--- src/rtl/cipher_cfg_sequencer_pkg.sv ---
// Shared types and helpers for the cipher configuration sequencer.
// Holds the FSM state encoding and the configuration chain length helper.
package cipher_cfg_sequencer_pkg;

    typedef enum logic [2:0] {
        ST_IDLE    = 3'd0,
        ST_SHIFT   = 3'd1,
        ST_VERIFY  = 3'd2,
        ST_ARMED   = 3'd3,
        ST_START   = 3'd4,
        ST_WAIT_HI = 3'd5,
        ST_WAIT_LO = 3'd6,
        ST_ERROR   = 3'd7
    } seq_state_t;

    // Chain length: tx taps, tx state, rx taps, rx state.
    function automatic int cfg_bits(input int m);
        return 4 * m;
    endfunction

endpackage

--- src/rtl/cipher_cfg_sequencer_cfg_shift_rotator.sv ---
// Rotating configuration register with a down-counting bit counter.
// 'last' marks the final bit of each full rotation.
module cfg_shift_rotator
    import cipher_cfg_sequencer_pkg::*;
#(
    parameter int W = 128
) (
    input  logic         clk,
    input  logic         rst,
    input  logic         load,
    input  logic         shift,
    input  logic [W-1:0] load_vec,
    output logic         msb,
    output logic         last
);

    localparam int CW = $clog2(W);

    logic [W-1:0]  rot_q;
    logic [CW-1:0] bit_q;

    always_ff @(posedge clk or posedge rst) begin
        if (rst) begin
            rot_q <= '0;
            bit_q <= CW'(W - 1);
        end else if (load) begin
            rot_q <= load_vec;
            bit_q <= CW'(W - 1);
        end else if (shift) begin
            rot_q <= {rot_q[W-2:0], rot_q[W-1]};
            // Reload at terminal count so VERIFY gets a fresh full pass.
            bit_q <= (bit_q == '0) ? CW'(W - 1) : bit_q - CW'(1);
        end
    end

    assign msb  = rot_q[W-1];
    assign last = (bit_q == '0);

endmodule

--- src/rtl/cipher_cfg_sequencer.sv ---
// Configuration loader and burst scheduler for the dual-XOR stream cipher.
// Shifts taps/states into the cipher chain, optionally verifies, then paces byte conversions.
//
// state      | meaning
// -----------+---------------------------------------------------------
// IDLE       | no valid configuration; waiting for load
// SHIFT      | shifting the 4M-bit vector into the chain
// VERIFY     | second rotation, comparing chain readback against drive
// ARMED      | configuration valid; waiting for run
// START      | one-cycle start_pulse to the converter
// WAIT_HI    | waiting for busy to rise, bounded by TIMEOUT
// WAIT_LO    | waiting for busy to fall, then count the byte
// ERROR      | readback mismatch or busy timeout; only load recovers
module cipher_cfg_sequencer
    import cipher_cfg_sequencer_pkg::*;
#(
    parameter int M       = 32,
    parameter int CNT_W   = 16,
    parameter int TIMEOUT = 64
) (
    input  logic             clk,
    input  logic             rst,
    input  logic             load,
    input  logic             verify_en,
    input  logic [M-1:0]     tx_taps_i,
    input  logic [M-1:0]     tx_state_i,
    input  logic [M-1:0]     rx_taps_i,
    input  logic [M-1:0]     rx_state_i,
    input  logic             run,
    input  logic [CNT_W-1:0] burst_len,
    input  logic             cfg_i,
    input  logic             busy_i,
    output logic             cfg_en,
    output logic             cfg_o,
    output logic             start_pulse,
    output logic             armed,
    output logic             done,
    output logic             cfg_err,
    output logic [CNT_W-1:0] byte_cnt
);

    localparam int W  = cfg_bits(M);
    localparam int TW = $clog2(TIMEOUT + 1);

    seq_state_t       state_q, state_d;
    logic             ver_q, ver_d;
    logic             err_q, err_d;
    logic             done_q, done_d;
    logic [CNT_W-1:0] cnt_q, cnt_d;
    logic [CNT_W-1:0] len_q, len_d;
    logic [TW-1:0]    tmo_q, tmo_d;

    logic             rot_load;
    logic             rot_shift;
    logic             rot_msb;
    logic             rot_last;
    logic             mismatch;
    logic [CNT_W-1:0] cnt_inc;

    cfg_shift_rotator #(
        .W (W)
    ) u_rot (
        .clk      (clk),
        .rst      (rst),
        .load     (rot_load),
        .shift    (rot_shift),
        .load_vec ({tx_taps_i, tx_state_i, rx_taps_i, rx_state_i}),
        .msb      (rot_msb),
        .last     (rot_last)
    );

    assign mismatch = (cfg_i != rot_msb);
    assign cnt_inc  = cnt_q + CNT_W'(1);

    always_ff @(posedge clk or posedge rst) begin
        if (rst) begin
            state_q <= ST_IDLE;
            ver_q   <= 1'b0;
            err_q   <= 1'b0;
            done_q  <= 1'b0;
            cnt_q   <= '0;
            len_q   <= '0;
            tmo_q   <= '0;
        end else begin
            state_q <= state_d;
            ver_q   <= ver_d;
            err_q   <= err_d;
            done_q  <= done_d;
            cnt_q   <= cnt_d;
            len_q   <= len_d;
            tmo_q   <= tmo_d;
        end
    end

    always_comb begin
        state_d   = state_q;
        ver_d     = ver_q;
        err_d     = err_q;
        done_d    = 1'b0;
        cnt_d     = cnt_q;
        len_d     = len_q;
        tmo_d     = tmo_q;
        rot_load  = 1'b0;
        rot_shift = 1'b0;

        case (state_q)
            ST_IDLE, ST_ERROR: begin
                if (load) begin
                    rot_load = 1'b1;
                    ver_d    = verify_en;
                    err_d    = 1'b0;
                    cnt_d    = '0;
                    state_d  = ST_SHIFT;
                end
            end
            ST_ARMED: begin
                // load has priority over run when both arrive together
                if (load) begin
                    rot_load = 1'b1;
                    ver_d    = verify_en;
                    err_d    = 1'b0;
                    cnt_d    = '0;
                    state_d  = ST_SHIFT;
                end else if (run) begin
                    len_d = burst_len;
                    cnt_d = '0;
                    if (burst_len == '0) begin
                        done_d = 1'b1;
                    end else begin
                        state_d = ST_START;
                    end
                end
            end
            ST_SHIFT: begin
                rot_shift = 1'b1;
                if (rot_last) begin
                    state_d = ver_q ? ST_VERIFY : ST_ARMED;
                end
            end
            ST_VERIFY: begin
                rot_shift = 1'b1;
                if (mismatch) begin
                    err_d = 1'b1;
                end
                if (rot_last) begin
                    state_d = (err_q || mismatch) ? ST_ERROR : ST_ARMED;
                end
            end
            ST_START: begin
                tmo_d   = TW'(TIMEOUT - 1);
                state_d = ST_WAIT_HI;
            end
            ST_WAIT_HI: begin
                if (busy_i) begin
                    state_d = ST_WAIT_LO;
                end else if (tmo_q == '0) begin
                    err_d   = 1'b1;
                    state_d = ST_ERROR;
                end else begin
                    tmo_d = tmo_q - TW'(1);
                end
            end
            ST_WAIT_LO: begin
                if (!busy_i) begin
                    cnt_d = cnt_inc;
                    if (cnt_inc == len_q) begin
                        done_d  = 1'b1;
                        state_d = ST_ARMED;
                    end else begin
                        state_d = ST_START;
                    end
                end
            end
            default: begin
                state_d = ST_IDLE;
            end
        endcase
    end

    // Decoded straight from state so reset removes them without waiting for a clock.
    assign cfg_en      = (state_q == ST_SHIFT) || (state_q == ST_VERIFY);
    assign cfg_o       = cfg_en & rot_msb;
    assign start_pulse = (state_q == ST_START);
    assign armed       = (state_q == ST_ARMED);
    assign done        = done_q;
    assign cfg_err     = err_q;
    assign byte_cnt    = cnt_q;

endmodule
--- config.mk ---
export PLATFORM = sky130hd
export DESIGN_NAME = cipher_cfg_sequencer
export DESIGN_NICKNAME = d
export VERILOG_FILES = /design/src/rtl/cipher_cfg_sequencer_pkg.sv /design/src/rtl/cipher_cfg_sequencer_cfg_shift_rotator.sv /design/src/rtl/cipher_cfg_sequencer.sv
export SDC_FILE = /design/constraint.sdc
export NUM_CORES = 1
export LEC_CHECK = 0
export BUFFER_PORTS_ARGS = -buffer_cell sky130_fd_sc_hd__buf_2
export CAP_MARGIN = 40
export CORE_MARGIN = 2
export CORE_UTILIZATION = 49
export CTS_CLUSTER_SIZE = 16
export DETAILED_ROUTE_END_ITERATION = 10
export PLACE_DENSITY_LB_ADDON = 0.3
export SYNTH_ARGS = -nofsm -noshare
export SYNTH_HDL_FRONTEND = slang
export SYNTH_HIERARCHICAL = 1
export SYNTH_SLANG_ARGS = --single-unit
export TNS_END_PERCENT = 1
--- constraint.sdc ---
create_clock -name clk -period 5.95 [get_ports clk]
set_input_delay 1.785 -clock clk [delete_from_list [all_inputs] [get_ports clk]]
set_output_delay 1.785 -clock clk [all_outputs]
set_load 0.05 [all_outputs]
== Word level (Yosys, flattened, before mapping) ==
Index checks and enable logic that the tools add are counted.

* Register bits: 180
* Bits in latches: 0
* RAM bits: 0
* Bits in read-only memories: 0
* Output and inout bits: 22
* Memories kept: 0

* Add/subtract/negate cells: 3
* Multiply operators: 0
* Divide/modulo/power cells: 0
* Magnitude comparators: 0
* Equal/unequal tests: 21
* Shift operators: 0
* Muxes and demuxes: 40
* Bitwise logic cells: 2
* Reduce and logical (&&, ||, !) cells: 19

{| class="wikitable"
|+ Operators with widths
! cell !! count
|-
| $mux W128 || 2
|-
| $mux W16 || 4
|-
| $pmux W16 S3 || 1
|-
| $mux W7 || 5
|-
| $mux W3 || 11
|-
| $pmux W3 S7 || 1
|-
| $add A16 B1 Y16 const B || 1
|-
| $eq A16 B16 Y1 || 1
|-
| $logic_not A16 Y1 || 1
|-
| $ne A2 B2 Y1 const B || 8
|-
| $logic_not A7 Y1 || 2
|-
| $pmux W7 S2 || 1
|-
| $sub A7 B1 Y7 const B || 2
|-
| $mux W1 || 13
|-
| $eq A3 B3 Y1 const B || 4
|-
| $ne A3 B3 Y1 const B || 3
|-
| $reduce_and A7 Y1 || 1
|-
| $eq A3 B2 Y1 const B || 2
|-
| $reduce_and A3 Y1 || 2
|-
| $reduce_bool A3 Y1 || 2
|-
| $reduce_and A5 Y1 || 1
|-
| $reduce_and A4 Y1 || 1
|-
| $reduce_bool A2 Y1 || 2
|-
| $reduce_or A2 Y1 || 2
|-
| 11 further kinds || 12
|}

== Depth between registers and ports, before layout ==
Gate-level depths: netlist of the first run.

* Depth after elaboration: 5
* Depth in mapped cells: 10
* Gate-level depth less buffers: 8

== Modules after synthesis ==
The synthesis of the first run kept the hierarchy.

{| class="wikitable"
|+ Modules (own cells, without submodules)
! module !! instances !! cells each !! area each (µm²)
|-
| cfg_shift_rotator || 1 || 600 || 6213.5
|-
| cipher_cfg_sequencer || 1 || 310 || 2816.5
|}

== Least setup slack after synthesis of the first run ==
OpenSTA, ideal clock, no wires.

* Kind: register to output
* From: register state_q[0]
* To: output port cfg_o
* Data arrival time: 1.972 ns
* Required time: 4.165 ns
* Path slack: 2.193 ns
* Cell stages (with the launch flop): 5
* Buffers on the path: 1
* Cell sequence: dfrtp_1 clkbuf_1 xnor2_1 nor2_1 and2_1

* Cells in the longest elaborated chain, start to end: 3
* Elaborated cells between the ends (all ways): 4
* Classes of those cells: eq/ne: 2; bitwise: 1; reduce/logical: 1

{| class="wikitable"
|+ Ends and longest elaborated chain
! element !! RTL line !! text
|-
| start: declaration || cipher_cfg_sequencer.sv:45 || <nowiki>seq_state_t state_q, state_d;</nowiki>
|-
| start signal: assignment || cipher_cfg_sequencer.sv:85 || <nowiki>state_q <= state_d;</nowiki>
|-
| $eq A3 B1 Y1 or $eq A3 B2 Y1 (tied branches) || cipher_cfg_sequencer.sv:181 || <nowiki>assign cfg_en = (state_q == ST_SHIFT) || (state_q == ST_VERIFY);</nowiki>
|-
| $logic_or A1 B1 Y1 * || cipher_cfg_sequencer.sv:181 ||
|-
| via cfg_en || cipher_cfg_sequencer.sv:33 || <nowiki>output logic cfg_en,</nowiki>
|-
| $and A1 B1 Y1 * || cipher_cfg_sequencer.sv:182 || <nowiki>assign cfg_o = cfg_en & rot_msb;</nowiki>
|-
| end: declaration || cipher_cfg_sequencer.sv:34 || <nowiki>output logic cfg_o,</nowiki>
|}

The timed path passes the listed nets; every way through them passes the cells marked *.

== Worst setup path after layout of the first run ==
* From: register state_q[0]
* To: output port cfg_o

* Cells in the longest elaborated chain, start to end: 3
* Elaborated cells between the ends (all ways): 4
* Classes of those cells: eq/ne: 2; bitwise: 1; reduce/logical: 1

{| class="wikitable"
|+ Ends and longest elaborated chain
! element !! RTL line
|-
| $eq A3 B1 Y1 or $eq A3 B2 Y1 (tied branches) || cipher_cfg_sequencer.sv:181
|-
| $logic_or A1 B1 Y1 * || cipher_cfg_sequencer.sv:181
|-
| $and A1 B1 Y1 * || cipher_cfg_sequencer.sv:182
|}

Mark *: on every way between the ends. The rest lies on a longest branch, timed or not.

==> run summary, run 1 <==
status: complete, no violations
clk_skew: 9.07 ps
CP startpoint kind: flop
Buffers on Ports: 172
post-synthesis simple-gate area fraction: 13.7%
Max Cap Viol: 0
fmax: 227 MHz
asr flop ratio synth: 100%
Tot Pwr: 5.79 mW
Yosys top cell by area: dfrtp_1
area delta synth->final: 17.7%
clk sink count: 180
drt pass-1 iters: 5
Final Critical Period: 4410 ps
largest net degree at the start of global routing: 147
most frequent cells after synthesis: dfrtp_1 (173), o21ai_0 (163), nand2_1 (153), mux2i_1 (131), nor2_1 (27)
largest family of logic cells by synthesized area: multiplexers
number of CTS-inserted buffers: 17
total track usage: 20.4%
XOR/XNOR share of the synthesized area: 2.41%
synthesized area: 0.00903 mm²
worst-skew pair later-pin latency: 420 ps
CP Class: flop to output pin
share of cells above drive strength 1: 23.3%
post-route cell area: 0.0106 mm²
GRT overflow: 0
Peak VDD IR: 428 µV
Arr. time, crit path: 2620 ps
#FFs+latches synth: 180
portion of netlist area occupied by mux cells: 16.8%
count leader, synth: dfrtp_1
worst hold path type: flop to flop
Max-Slew Margin vs Limit: 40.4%
Mapped Cells: 910
1st-iter DRT viols: 371
Leak: 4.70 nW
DIE WIDTH: 140 µm
average size of a mapped cell: 9.92 µm²
core area: 0.0180 mm²
Req. time, crit path: 4160 ps
Syn Nets: 1066
crit path capture type: output pin
Min Hold Slack: 515 ps
Worst-Margin Slew: 891 ps
Die Span Y: 140 µm
Post-synth top flop: dfrtp_1
num ports: 173
first-pass GRT wire length: 32.8 mm
Resize count post-CTS: 0
final hold vios: 0
die area: 0.0195 mm²
number of flops mapped to enable cells by yosys: 0
initial antenna violation count: 3
vias: 7026
Netlist cell types: 60
Setup violations, final: 0
H-tree levels: 4
Crit Path Max Fanout: 26
remaining antenna violation count after routing: 0
PwrDens: 545 mW/mm²
DRC viols: 0
WL per Instance: 15.1 µm
row count: 49
final worst path period share: 74.1%
Initial Util: 50.1%
# placed instances: 1260
Routability Congestion: 0.860
Routed WL: 19.5 mm
Worst-path clk slew: 70 ps
CTS hold repair buffers: 0
Compound-Gate Fraction of Synth Area: 13.0%
Synth area leaders: dfrtp_1 (48%), mux2i_1 (15%), o21ai_0 (9.0%), nand2_1 (6.4%), mux2_2 (2.2%)
clock buffer depth: 2
Final Non-Filler Cells: 1295
fraction of the yosys area taken by sequential cells: 50.0%
Synth Area in Adders: 0.693%
DP Area: 0.0101 mm²
Final nets: 1206
post-synth top area share: 47.9%
setup_tns: 0 ps
Post-CTS Repair Setup Buffers: 0
RSZ-0062 raised after global routing: no
HPWL Detailed: 13.6 mm
Pins Over Slew Limit: 0
average vias per placed instance: 5.43
Root Buffer: clkbuf_16
number of synthesis warnings: 6
CTS tree: done
vias in the first global route: 6757
-- cells in the final DEF, fill, tap and decap left out, types with 5 or more instances in the layout --
cell type / n
buf_2: 172
buf_4: 7
nor2_1: 26
inv_6: 5
nand4_1: 7
ha_1: 5
xor2_1: 8
mux2i_1: 131
nand2b_1: 9
nand3_1: 17
or4_1: 6
nor2b_1: 5
o21ai_0: 163
nor4_1: 13
o31ai_1: 10
xnor2_1: 15
a21oi_1: 11
inv_1: 11
nor3_1: 6
nand2_1: 153
clkbuf_16: 17
dfrtp_1: 173
dfstp_2: 7
mux2_2: 18
or3_1: 5
-- stage by stage --
step,utilization (%),setup slack (ps)
floorplan,-,565
global placement,55.5,1710
finish,59.0,1540
global route,58.9,1350
CTS,58.9,1510
detailed placement,55.8,1640
-- power by group --
part	total, mW	switching (mW)	internal (mW)
logic	2.57	1.48	1.09
clock network	1.06	0.499	0.559
registers	2.16	0.356	1.81
total	5.79	2.33	3.46
-- registers in the layout (all words and copies together), names as in the netlist --
register and count:
u_rot/bit_q 7, byte_cnt 16, cfg_err 1, state_q 3
ver_q 1, len_q 16, u_rot/rot_q 128, done 1
tmo_q 7
-- path summary, 6_finish.rpt --
path / startpoint / endpoint / slack, ps / depth (start not counted)
worst min register to register: u_rot/bit_q[6] / u_rot/bit_q[6] / 510 / 2
worst max-delay path: state_q[0] / cfg_o / 1540 / 4
worst min-delay path: u_rot/bit_q[6] / u_rot/bit_q[6] / 510 / 2
min in group asynchronous: rst / u_rot/rot_q[2] / 1360 / 2
worst max register to register: state_q[0] / u_rot/rot_q[45] / 2860 / 5
max in group asynchronous: rst / u_rot/rot_q[105] / 3830 / 3
-- layer usage --
| layer | vias to the layer above | global-route usage, % | wire length (µm) |
|---|---|---|---|
| li1 | 3507 | - | - |
| met1 | 3300 | 28.5 | 8840 |
| met2 | 188 | 31.3 | 9170 |
| met3 | 29 | 5.37 | 1170 |
| met4 | 2 | 6.74 | 321 |
| met5 | - | 0 | 11 |
-- logic make-up (layout without fill, tap and decap cells) --
logic type | count (synthesis) | after routing
other cells | 0 | 3
buf+inv | 73 | 226
mux | 149 | 149
xor+xnor | 24 | 24
fa+ha+maj | 5 | 5
simple gates | 267 | 267
flops | 180 | 180
compound gates | 212 | 212
-- critical path, cell delays in order (launching register included) --
cell	delay, ps
dfrtp_1	800
xnor2_1	220
nor2_4	710
and2_1	220
buf_2	260
-- cell type report --
class	instances	area [µm²]
tap	229	287
multi-input combinational	657	4220
antenna	3	7.51
sequential	180	4510
timing repair buffer	182	988
clock inverter	13	118
clock buffer	19	443
fill	1590	7400
inverter	12	50.0
Power figures use the tool's default switching activity.
==> run 2, diff against run 1 <==
==> constraint.sdc (replaced) <==
create_clock -name clk -period 3.9 [get_ports clk]
set_input_delay 1.17 -clock clk [delete_from_list [all_inputs] [get_ports clk]]
set_output_delay 1.17 -clock clk [all_outputs]
set_load 0.05 [all_outputs]
==> run 2 against run 1 <==
  * Combinational power up 55%
  * Via count increased by 0.78%
  * Setup slack got worse by 870 ps
  * Largest power group unchanged
==> run summary, run 2 (synthesis results as in run 1) <==
initial antenna violation count: 3
CP cell instances: xnor2_1 -> nor2_4 -> and2_1 -> buf_2
DRC viols: 0
vias in the first global route: 6677
fmax: 310 MHz
CTS hold repair buffers: 0
Buffers on Ports: 172
Post-CTS Repair Setup Buffers: 0
Tot Pwr: 9.07 mW
Resize count post-CTS: 0
fillers: 1572
row count: 49
CP Class: flop to output pin
H-tree levels: 4
first-pass GRT wire length: 33.0 mm
Routability Congestion: 0.869
most common cell after layout, fill and taps aside: dfrtp_1
Routed WL: 19.9 mm
RR Endpoint: u_rot/bit_q[3]
Top delay family on crit path: flip-flops
Die Span Y: 140 µm
post-route cell area: 0.0107 mm²
Final nets: 1210
crit path capture type: output pin
CP max stage delay: 800 ps
largest net degree at the start of global routing: 137
PwrDens: 847 mW/mm²
Setup violations, final: 0
WL per Instance: 15.4 µm
total track usage: 20.7%
Critical Path Start: state_q[0]
max reg flops: 128
clock buffer depth: 2
final hold vios: 0
CP startpoint kind: flop
Critical Path Stages: 4
area delta synth->final: 18.6%
worst hold path type: flop to flop
RSZ-0062 raised after global routing: no
CTS tree: done
Most flops, register: u_rot/rot_q
share of cells above drive strength 1: 23.7%
HPWL Detailed: 13.6 mm
DP Area: 0.0101 mm²
Worst setup endpoint: cfg_o
Leak: 4.75 nW
status: complete, no violations
1st-iter DRT viols: 415
Final Critical Period: 3230 ps
most frequent cells in the layout: dfrtp_1 (173), buf_2 (172), o21ai_0 (163)
Min Hold Slack: 515 ps
worst hold stages: 2
Pins Over Slew Limit: 0
number of CTS-inserted buffers: 17
Max-Slew Margin vs Limit: 33.1%
drt pass-1 iters: 5
Max Cap Viol: 0
setup_tns: 0 ps
Layout Utilization: 59.4%
clk_skew: 13.2 ps
average vias per placed instance: 5.46
Peak VDD IR: 875 µV
slowest CP cell: dfrtp_1
Crit Path Max Fanout: 21
# diodes: 0
FF-to-FF Start: state_q[0]
Initial Util: 50.1%
Arr. time, crit path: 2060 ps
GRT overflow: 0
remaining antenna violation count after routing: 0
Req. time, crit path: 2730 ps
num ports: 173
Buf+Inv Stages, Crit Path: 1
Worst-Margin Slew: 1000 ps
vias: 7081
Root Buffer: clkbuf_16
clk sink count: 180
flop2flop setup slack: 1050 ps
worst-skew pair later-pin latency: 430 ps
reg2reg path depth: 6
core area: 0.0180 mm²
final worst path period share: 82.7%
die area: 0.0195 mm²
DIE WIDTH: 140 µm
Worst-path clk slew: 70 ps
[run 2: cell types whose count changed in the layout (fill, tap and decap cells not counted)]
cell        delta
bufinv_16      +3
clkinvlp_4     -1
clkinv_8       -1
buf_8          +1
clkinv_2       +2
buf_4          +2
clkinv_4       +1
diode_2        -3
buf_12         +3
buf_16         -2
clkbuf_1       -1
inv_6          -3
[run 2: routing by layer]
layer	GRT usage (%)	share of wire [%]	wire length [µm]
met2	31.5	46	9260
met3	5.47	6.4	1270
met1	29.3	46	9080
met4	5.95	1.4	275
met5	0	0.18	35
[run 2: report_power, final]
group	total [mW]	internal, mW	switching [mW]
clock	1.78	1.04	0.746
combinational	3.98	1.70	2.28
sequential	3.31	2.76	0.554
[run 2: tightest hold or removal path, stage by stage (launching register included)]
cell	delay [ps]
dfstp_2	380
o31ai_1	60
nand3_1	70
[run 2: how the worst min path moves through the flow]
stage / endpoint / from / slack [ps]
global placement: u_rot/bit_q[6] / u_rot/bit_q[6] / 500
finish: u_rot/bit_q[6] / u_rot/bit_q[6] / 510
detailed placement: tmo_q[5] / tmo_q[5] / 510
global route: u_rot/bit_q[6] / u_rot/bit_q[6] / 540
CTS: u_rot/bit_q[6] / u_rot/bit_q[6] / 520
floorplan: ver_q / ver_q / 480
[run 2: area by class of cell]
cell class / count / area [µm²] / share of cell area, %
timing repair buffer: 186 / 1020 / 9.56
tap: 229 / 287 / 2.68
clock buffer: 18 / 439 / 4.10
multi-input combinational: 657 / 4220 / 39.4
sequential: 180 / 4510 / 42.1
inverter: 12 / 48.8 / 0.456
clock inverter: 14 / 178 / 1.66
[run 2: through the flow]
step                cells  worst slack, ps
finish               1296              673
global route         1296              571
CTS                  1296              664
detailed placement   1264              547
global placement     1262              643
floorplan             910              758
